--- src/rtl/trace_cmd_dispatch.sv ---
// Trace command dispatcher: buffers (cmd, addr) pairs, drops illegal codes and issues decoded LLC requests.
// Optional statistics counters and the clear barrier are built when TRACE_DISPATCH_STATS_EN is defined.
module trace_cmd_dispatch #(
  parameter int ADDR_W      = 32,
  parameter int OFFSET_BITS = 6,
  parameter int INDEX_BITS  = 14,
  parameter int DEPTH       = 4,
  parameter int CNT_W       = 32,
  localparam int TAG_BITS   = ADDR_W - INDEX_BITS - OFFSET_BITS
) (
  input  logic                   clk,
  input  logic                   rst_n,
  input  logic                   in_valid,
  output logic                   in_ready,
  input  logic [3:0]             in_cmd,
  input  logic [ADDR_W-1:0]      in_addr,
  output logic                   out_valid,
  input  logic                   out_ready,
  output logic [3:0]             out_cmd,
  output logic [TAG_BITS-1:0]    out_tag,
  output logic [INDEX_BITS-1:0]  out_index,
  output logic [OFFSET_BITS-1:0] out_offset,
  output logic                   out_snoop,
  output logic                   out_clear,
  output logic                   out_print,
  output logic                   err_cmd,
  output logic [CNT_W-1:0]       cnt_reads,
  output logic [CNT_W-1:0]       cnt_writes,
  output logic [CNT_W-1:0]       cnt_snoops,
  output logic [CNT_W-1:0]       cnt_errs
);

  localparam int PTR_W   = $clog2(DEPTH) + 1;
  localparam int ENTRY_W = 4 + ADDR_W;

  typedef enum logic {S_EMPTY, S_LOADED} slot_state_t;

  slot_state_t state, state_next;

  logic [ENTRY_W-1:0] mem [DEPTH];
  logic [PTR_W-1:0]   wr_ptr, rd_ptr;
  logic               fifo_full, fifo_empty;
  logic               in_acc, in_legal, push, pop;
  logic [ENTRY_W-1:0] wr_entry, rd_entry;
  logic [3:0]         slot_cmd;
  logic [ADDR_W-1:0]  slot_addr;

  function automatic logic is_legal(input logic [3:0] c);
    return (c <= 4'd6) || (c == 4'd8) || (c == 4'd9);
  endfunction

  function automatic logic is_snoop(input logic [3:0] c);
    return (c >= 4'd3) && (c <= 4'd6);
  endfunction

  assign fifo_empty = (wr_ptr == rd_ptr);
  assign fifo_full  = (wr_ptr[PTR_W-1] != rd_ptr[PTR_W-1]) &&
                      (wr_ptr[PTR_W-2:0] == rd_ptr[PTR_W-2:0]);
  // Depends only on pointers, so in_ready never combinationally follows out_ready.
  assign in_ready   = !fifo_full;
  assign in_acc     = in_valid && in_ready;
  assign in_legal   = is_legal(in_cmd);
  assign push       = in_acc && in_legal;

  // Clear/print carry no address; zero it at enqueue so the slot needs no special case.
  always_comb begin
    wr_entry = {in_cmd, in_addr};
    if ((in_cmd == 4'd8) || (in_cmd == 4'd9))
      wr_entry = {in_cmd, {ADDR_W{1'b0}}};
  end

  assign rd_entry = mem[rd_ptr[PTR_W-2:0]];

  always_ff @(posedge clk) begin
    if (push)
      mem[wr_ptr[PTR_W-2:0]] <= wr_entry;
  end

  always_ff @(posedge clk or negedge rst_n) begin
    if (!rst_n) begin
      wr_ptr  <= '0;
      rd_ptr  <= '0;
      err_cmd <= 1'b0;
    end else begin
      if (push)
        wr_ptr <= wr_ptr + 1'b1;
      if (pop)
        rd_ptr <= rd_ptr + 1'b1;
      err_cmd <= in_acc && !in_legal;
    end
  end

  always_ff @(posedge clk or negedge rst_n) begin
    if (!rst_n)
      state <= S_EMPTY;
    else
      state <= state_next;
  end

  always_comb begin
    state_next = state;
    unique case (state)
      S_EMPTY:  if (!fifo_empty) state_next = S_LOADED;
      S_LOADED: if (out_ready && fifo_empty) state_next = S_EMPTY;
      default:  state_next = S_EMPTY;
    endcase
  end

  always_comb begin
    out_valid = 1'b0;
    pop       = 1'b0;
    unique case (state)
      S_EMPTY:  pop = !fifo_empty;
      S_LOADED: begin
        out_valid = 1'b1;
        pop       = out_ready && !fifo_empty;
      end
      default: ;
    endcase
  end

  always_ff @(posedge clk or negedge rst_n) begin
    if (!rst_n) begin
      slot_cmd  <= '0;
      slot_addr <= '0;
    end else if (pop) begin
      slot_cmd  <= rd_entry[ENTRY_W-1 -: 4];
      slot_addr <= rd_entry[ADDR_W-1:0];
    end
  end

  assign out_cmd    = slot_cmd;
  assign out_tag    = slot_addr[ADDR_W-1 -: TAG_BITS];
  assign out_index  = slot_addr[OFFSET_BITS +: INDEX_BITS];
  assign out_offset = slot_addr[OFFSET_BITS-1:0];
  assign out_snoop  = out_valid && is_snoop(slot_cmd);
  assign out_clear  = out_valid && (slot_cmd == 4'd8);
  assign out_print  = out_valid && (slot_cmd == 4'd9);

`ifdef TRACE_DISPATCH_STATS_EN
  logic             out_hs;
  logic [CNT_W-1:0] reads_q, writes_q, snoops_q, errs_q;

  function automatic logic [CNT_W-1:0] sat_inc(input logic [CNT_W-1:0] c);
    return (c == '1) ? c : c + 1'b1;
  endfunction

  assign out_hs = out_valid && out_ready;

  always_ff @(posedge clk or negedge rst_n) begin
    if (!rst_n) begin
      reads_q  <= '0;
      writes_q <= '0;
      snoops_q <= '0;
      errs_q   <= '0;
    end else begin
      if (out_hs) begin
        if (slot_cmd == 4'd8) begin
          reads_q  <= '0;
          writes_q <= '0;
          snoops_q <= '0;
        end else if ((slot_cmd == 4'd0) || (slot_cmd == 4'd2)) begin
          reads_q <= sat_inc(reads_q);
        end else if (slot_cmd == 4'd1) begin
          writes_q <= sat_inc(writes_q);
        end else if (is_snoop(slot_cmd)) begin
          snoops_q <= sat_inc(snoops_q);
        end
      end
      if (in_acc && !in_legal)
        errs_q <= sat_inc(errs_q);
    end
  end

  assign cnt_reads  = reads_q;
  assign cnt_writes = writes_q;
  assign cnt_snoops = snoops_q;
  assign cnt_errs   = errs_q;
`else
  assign cnt_reads  = '0;
  assign cnt_writes = '0;
  assign cnt_snoops = '0;
  assign cnt_errs   = '0;
`endif

endmodule

--- config.mk ---
export PLATFORM = sky130hd
export DESIGN_NAME = trace_cmd_dispatch
export DESIGN_NICKNAME = d
export VERILOG_FILES = /design/src/rtl/trace_cmd_dispatch.sv
export SDC_FILE = /design/constraint.sdc
export NUM_CORES = 1
export LEC_CHECK = 0
export BUFFER_PORTS_ARGS = -buffer_cell sky130_fd_sc_hd__buf_2
export CORE_MARGIN = 2
export CORE_UTILIZATION = 40
export CTS_BUF_LIST = sky130_fd_sc_hd__clkbuf_4
export DETAILED_ROUTE_END_ITERATION = 16
export GPL_TIMING_DRIVEN = 0
export MAX_ROUTING_LAYER = met4
export PLACE_DENSITY = 0.65
export SLEW_MARGIN = 5
export SYNTH_ARGS = -nofsm -noshare
export SYNTH_HDL_FRONTEND = slang
export SYNTH_SLANG_ARGS = --single-unit
--- constraint.sdc ---
create_clock -name clk -period 4.18 [get_ports clk]
set_input_delay 0 -clock clk [delete_from_list [all_inputs] [get_ports clk]]
set_output_delay 0 -clock clk [all_outputs]
set_load 0.05 [all_outputs]
* Word-level counts from Yosys, hierarchy flattened
Memories as Yosys holds them, arrays and structs flattened. A register that Yosys moved wholly into a read port is not among the register bits. Index checks and enable logic that the tools add are counted.
Storage, ports and cells: bits in writable memories 144, bits of input ports 40, memories kept 1, ROM bits 0, register bits after elaboration 8, latch bits 0, logic and storage cells 43, output and inout bits 170
Operators by class: reduce and logical (&&, ||, !) cells 17, divide/modulo/power cells 0, bitwise gates (word level) 1, shift-type cells 0, muxes and demuxes 8, $add $sub $neg 2, multiply operators 0, eq/ne operators 7, magnitude comparators 3
Memories:
- mem | depth 4, width 36, rd ports 1, clocked after Yosys merged registers in 1, wr ports 1, line 40 | logic [ENTRY_W-1:0] mem [DEPTH];
Operators by type and width (number):
- two-way mux 32 bit | 1
- == test 4 bit (second input constant) | 4
- logical AND 1 bit | 10
- less-or-equal comparator 4 x 3 -> 1 bit (second input constant) | 2
- adder 3 x 1 -> 3 bit (second input constant) | 2
- two-way mux 1 bit | 5
- greater-or-equal comparator 4 x 2 -> 1 bit (second input constant) | 1
- zero test 1 bit | 4
- one-hot mux 1 bit (2 select lines) | 2
- == test 3 bit | 1
- logical OR 1 bit | 3
- == test 2 bit | 1
- inequality test 1 bit | 1
- NOT 1 bit | 1

* Depth between registers and ports, before layout
word-level depth 7, mapped depth 5, mapped depth without buffers 4

* Least setup slack after synthesis
No wires, ideal clock.
path kind reg2reg, start point register wr_ptr[2], end point memory mem[3][0] (netlist name), enable pin, library setup time 0.487 ns, required time 3.693 ns, buffers on the path 0, path slack -0.289 ns, cell stages (with the launch flop) 4, clock period less this slack 4.469 ns, arrival time 3.982 ns, cell sequence dfrtp_1 xnor2_1 nand3b_1 nor3b_1
On the way: cells in the longest elaborated chain, start to end 7
RTL lines:
- from (decl) | line 41 | logic [PTR_W-1:0] wr_ptr, rd_ptr;
- from (signal assigned) | line 86 | wr_ptr <= wr_ptr + 1'b1;
- inequality test 1 bit | line 57 | assign fifo_full = (wr_ptr[PTR_W-1] != rd_ptr[PTR_W-1]) &&
- logical AND 1 bit | line 57
- zero test 1 bit | line 60 | assign in_ready = !fifo_full;
- named net in_ready | line 14 | output logic in_ready,
- logical AND 1 bit | line 61 | assign in_acc = in_valid && in_ready;
- logical AND 1 bit | line 63 | assign push = in_acc && in_legal;
- two-way mux 1 bit | line 75 | if (push)
- two-way mux 1 bit (implied by the code) | line 76 | mem[wr_ptr[PTR_W-2:0]] <= wr_entry;
- to (decl) | line 40
The timed path passes the listed nets, and every way through them passes these cells.

* Final worst setup path
start point register wr_ptr[2], end point memory mem[1][34] (netlist name), enable pin
On the way: cells in the longest elaborated chain, start to end 7
RTL lines (line):
- inequality test 1 bit | 57
- logical AND 1 bit | 57
- zero test 1 bit | 60
- logical AND 1 bit | 61
- logical AND 1 bit | 63
- two-way mux 1 bit | 75
- two-way mux 1 bit (implied by the code) | 76
No other way between the ends.

==> results_dict.tcl <==
set metrics [dict create \
    max_clock_freq_mhz 439.5 \
    warning_count_from_the_yosys_run 0 \
    max-vdd-ir-drop_mv 0.3530 \
    timing.final.setup_violations 0 \
    share_of_final_layout_standard_cells_stronger_than_drive_strength_1_pct 44.08 \
    ys_ff_latch 188 \
    finalNetCount 792 \
    synthesis.area_per_instance_um2 17.39 \
    die-height_um 147.7 \
    rr_startpoint "wr_ptr[2]" \
    place_hpwl_mm 11.17 \
    hold_viol_final 0 \
    timing.final.max_slew_violations 0 \
    cts.htree.levels 4 \
    number_of_enable_flip_flop_cells_after_synthesis 144 \
    globalplace.congestion 0.7203 \
    max-clock-path-buffers 2 \
    maximum_number_of_pins_on_one_net_before_global_route_repair 45 \
    clk_transition_reported_paths_ns 0.14 \
    boundaryPins 210 \
    period_needed_ns 2.275 \
    grt_pass1_vias 4529 \
    placement.io_buffers 81 \
    detail-route-antenna-nets 0 \
    synthToLayoutAreaGrowth_pct 24.40 \
    detail_route.wl_per_cell_um 15.90 \
    timing_worst_slew_pin_value_ns 0.7434 \
    cts_tree "built" \
    wirelength_mm 16.39 \
    worst_slew_margin_rel_pct 50.33 \
    ys_async_sr_fraction_pct 23.40 \
    clk-insertion-delay-late_ns 0.56 \
    finClkSkew_ns 0.01993 \
    numClockSinks 188 \
    setup_total_negative_slack_ns 0 \
    hp-class "in2async" \
    final_min_period_over_clock_period_pct 54.43 \
    postCtsSetupBuffers 0 \
    grt_setup_unrepaired "no" \
    routed_via_density 4.221 \
    die_x_um 147.7 \
    grt_first_pass_wirelength_mm 24.85 \
    crit_fanout 25 \
    synth.distinct_cells 29 \
    syn-instance-count 475 \
    vias 4352 \
    grt.total_usage_pct 15.88 \
    antenna_found_initial 1 \
    cts-buffers-inserted 17 \
    fp.coreArea_um2 20230 \
    endpoint_kind "flip-flop" \
    die_area_um2 21820 \
    number_of_buffers_inserted_by_hold_repair_at_cts 39 \
    maxCapViolations 0 \
    synth.yosys.seq_area_share_pct 65.67 \
    cts.root.buffer_cell "clkbuf_4" \
    globalRouteOverflowTotal 0 \
    cellPowerDensity_nw_per_um2 647.4 \
    detail_route.first_pass.iterations 4 \
    drc 0 \
    rows 52 \
    start_util_pct 40.83 \
    status "complete, no violations" \
    path_class "reg2reg" \
    startpoint "wr_ptr[2]" \
    netlist_area_um2 8262 \
    first_iter_violations 257 \
    startpoint_type_of_the_worst_setup_path "flip-flop" \
    timing.critical_path.arrival_ns 2.54 \
    hold_slack_ns 0.01087 \
    ctsResizeCount 0 \
    crit_required_ns 4.45 \
    synth_top_flop_cell "edfxtp_1" \
    leakagePower_nw 4.325 \
]
[sequential cells by signal, summed over array words and instances, names as in the netlist]
name,cells
state,1
out_cmd,4
mem,144
err_cmd,1
rd_ptr,3
slot_addr,32
wr_ptr,3
[metal layers]
| layer | vias to the layer above | track usage [%] | routed length (um) |
|---|---|---|---|
| met5 | - | - | 0 |
| met2 | 171 | 27.79 | 8327 |
| met3 | 17 | 3.981 | 1246 |
| met4 | 0 | 4.423 | 191 |
| met1 | 2120 | 18.21 | 6623 |
| li1 | 2044 | - | - |
[final timing paths]
path,to,slack [ns],cells past startpoint
max in group asynchronous,wr_ptr[1],3.72,2
min,slot_addr[7],0.01,2
min reg2reg,rd_ptr[2],0.50,1
max,mem[1][34],1.90,5
max reg2reg,mem[1][34],1.90,5
min in group clk,mem[3][32],0.23,2
[cells in the final DEF, fill, tap and decap left out, types with 3 or more instances in the layout]
master and n:
buf_12 3, clkinv_1 3, xor2_1 3, and2_2 3, buf_4 131, ha_1 5
clkbuf_1 3, nor2b_1 32, buf_2 84, mux2_4 10, clkinvlp_4 3, inv_1 4
buf_6 6, dlygate4sd3_1 39, mux2_2 28, conb_1 128, edfxtp_1 144, dfrtp_1 44
mux4_2 36, clkbuf_4 20, xnor2_1 5, nand2_1 5
[cells by family (layout without fill, tap and decap cells)]
family / count (synthesis) / in the layout / synth area share [%]
simple gates: 49 / 49 / 3.635
xor+xnor: 8 / 8 / 0.8481
buf+inv: 147 / 305 / 13.24
other cells: 1 / 129 / 0.04539
mux: 74 / 74 / 15.45
flops: 188 / 188 / 65.67
fa+ha+maj: 5 / 5 / 0.7572
compound gates: 3 / 3 / 0.3635
[worst max-delay path, cell delays in order (launching register included)]
cell	delay (ns)
dfrtp_1	0.43
xnor2_1	0.31
nand3b_1	0.24
and4_1	0.31
and2_2	0.43
buf_12	0.25
[through the flow]
stage	util [%]	std cells	total power [W]	setup WS [ns]	area [um^2]
6_report	50.79	1031	0.006654	1.905	10280
3_5_place_dp	47.50	959	0.005761	1.901	9610
5_1_grt	50.79	1031	0.007002	1.756	10280
2_1_floorplan	-	602	0.005047	1.033	8743
3_3_place_gp	46.88	953	0.005655	0.1274	9487
4_1_cts	50.77	1030	0.006741	1.860	10270
[area by class of cell]
class | instances | area, um^2
Clock inverter | 12 | 121.4
Tap cell | 270 | 337.8
Timing Repair Buffer | 126 | 912.1
Buffer | 143 | 1079
Inverter | 4 | 15.01
Fill cell | 1716 | 9957
Antenna cell | 1 | 2.502
Clock buffer | 20 | 150.1
Multi-Input combinational cell | 267 | 2235
Sequential cell | 188 | 5425
[power by group]
part / switching [W] / internal, W
logic: 0.00186 / 0.00118
clock network: 0.000588 / 0.000370
registers: 0.000211 / 0.00245
total: 0.00265 / 0.00400
[cells in the mapped netlist (5+ instances only)]
cell type / count / area, um^2
mux2_2: 28 / 315.3
ha_1: 5 / 62.56
dfrtp_1: 44 / 1101
buf_4: 130 / 975.9
nor2b_1: 32 / 200.2
xnor2_1: 5 / 43.79
buf_6: 5 / 56.30
edfxtp_1: 144 / 4324
nand2_1: 5 / 18.77
mux4_2: 36 / 810.8
mux2_4: 10 / 150.1
Note: power is estimated with default switching activity, not from simulation.
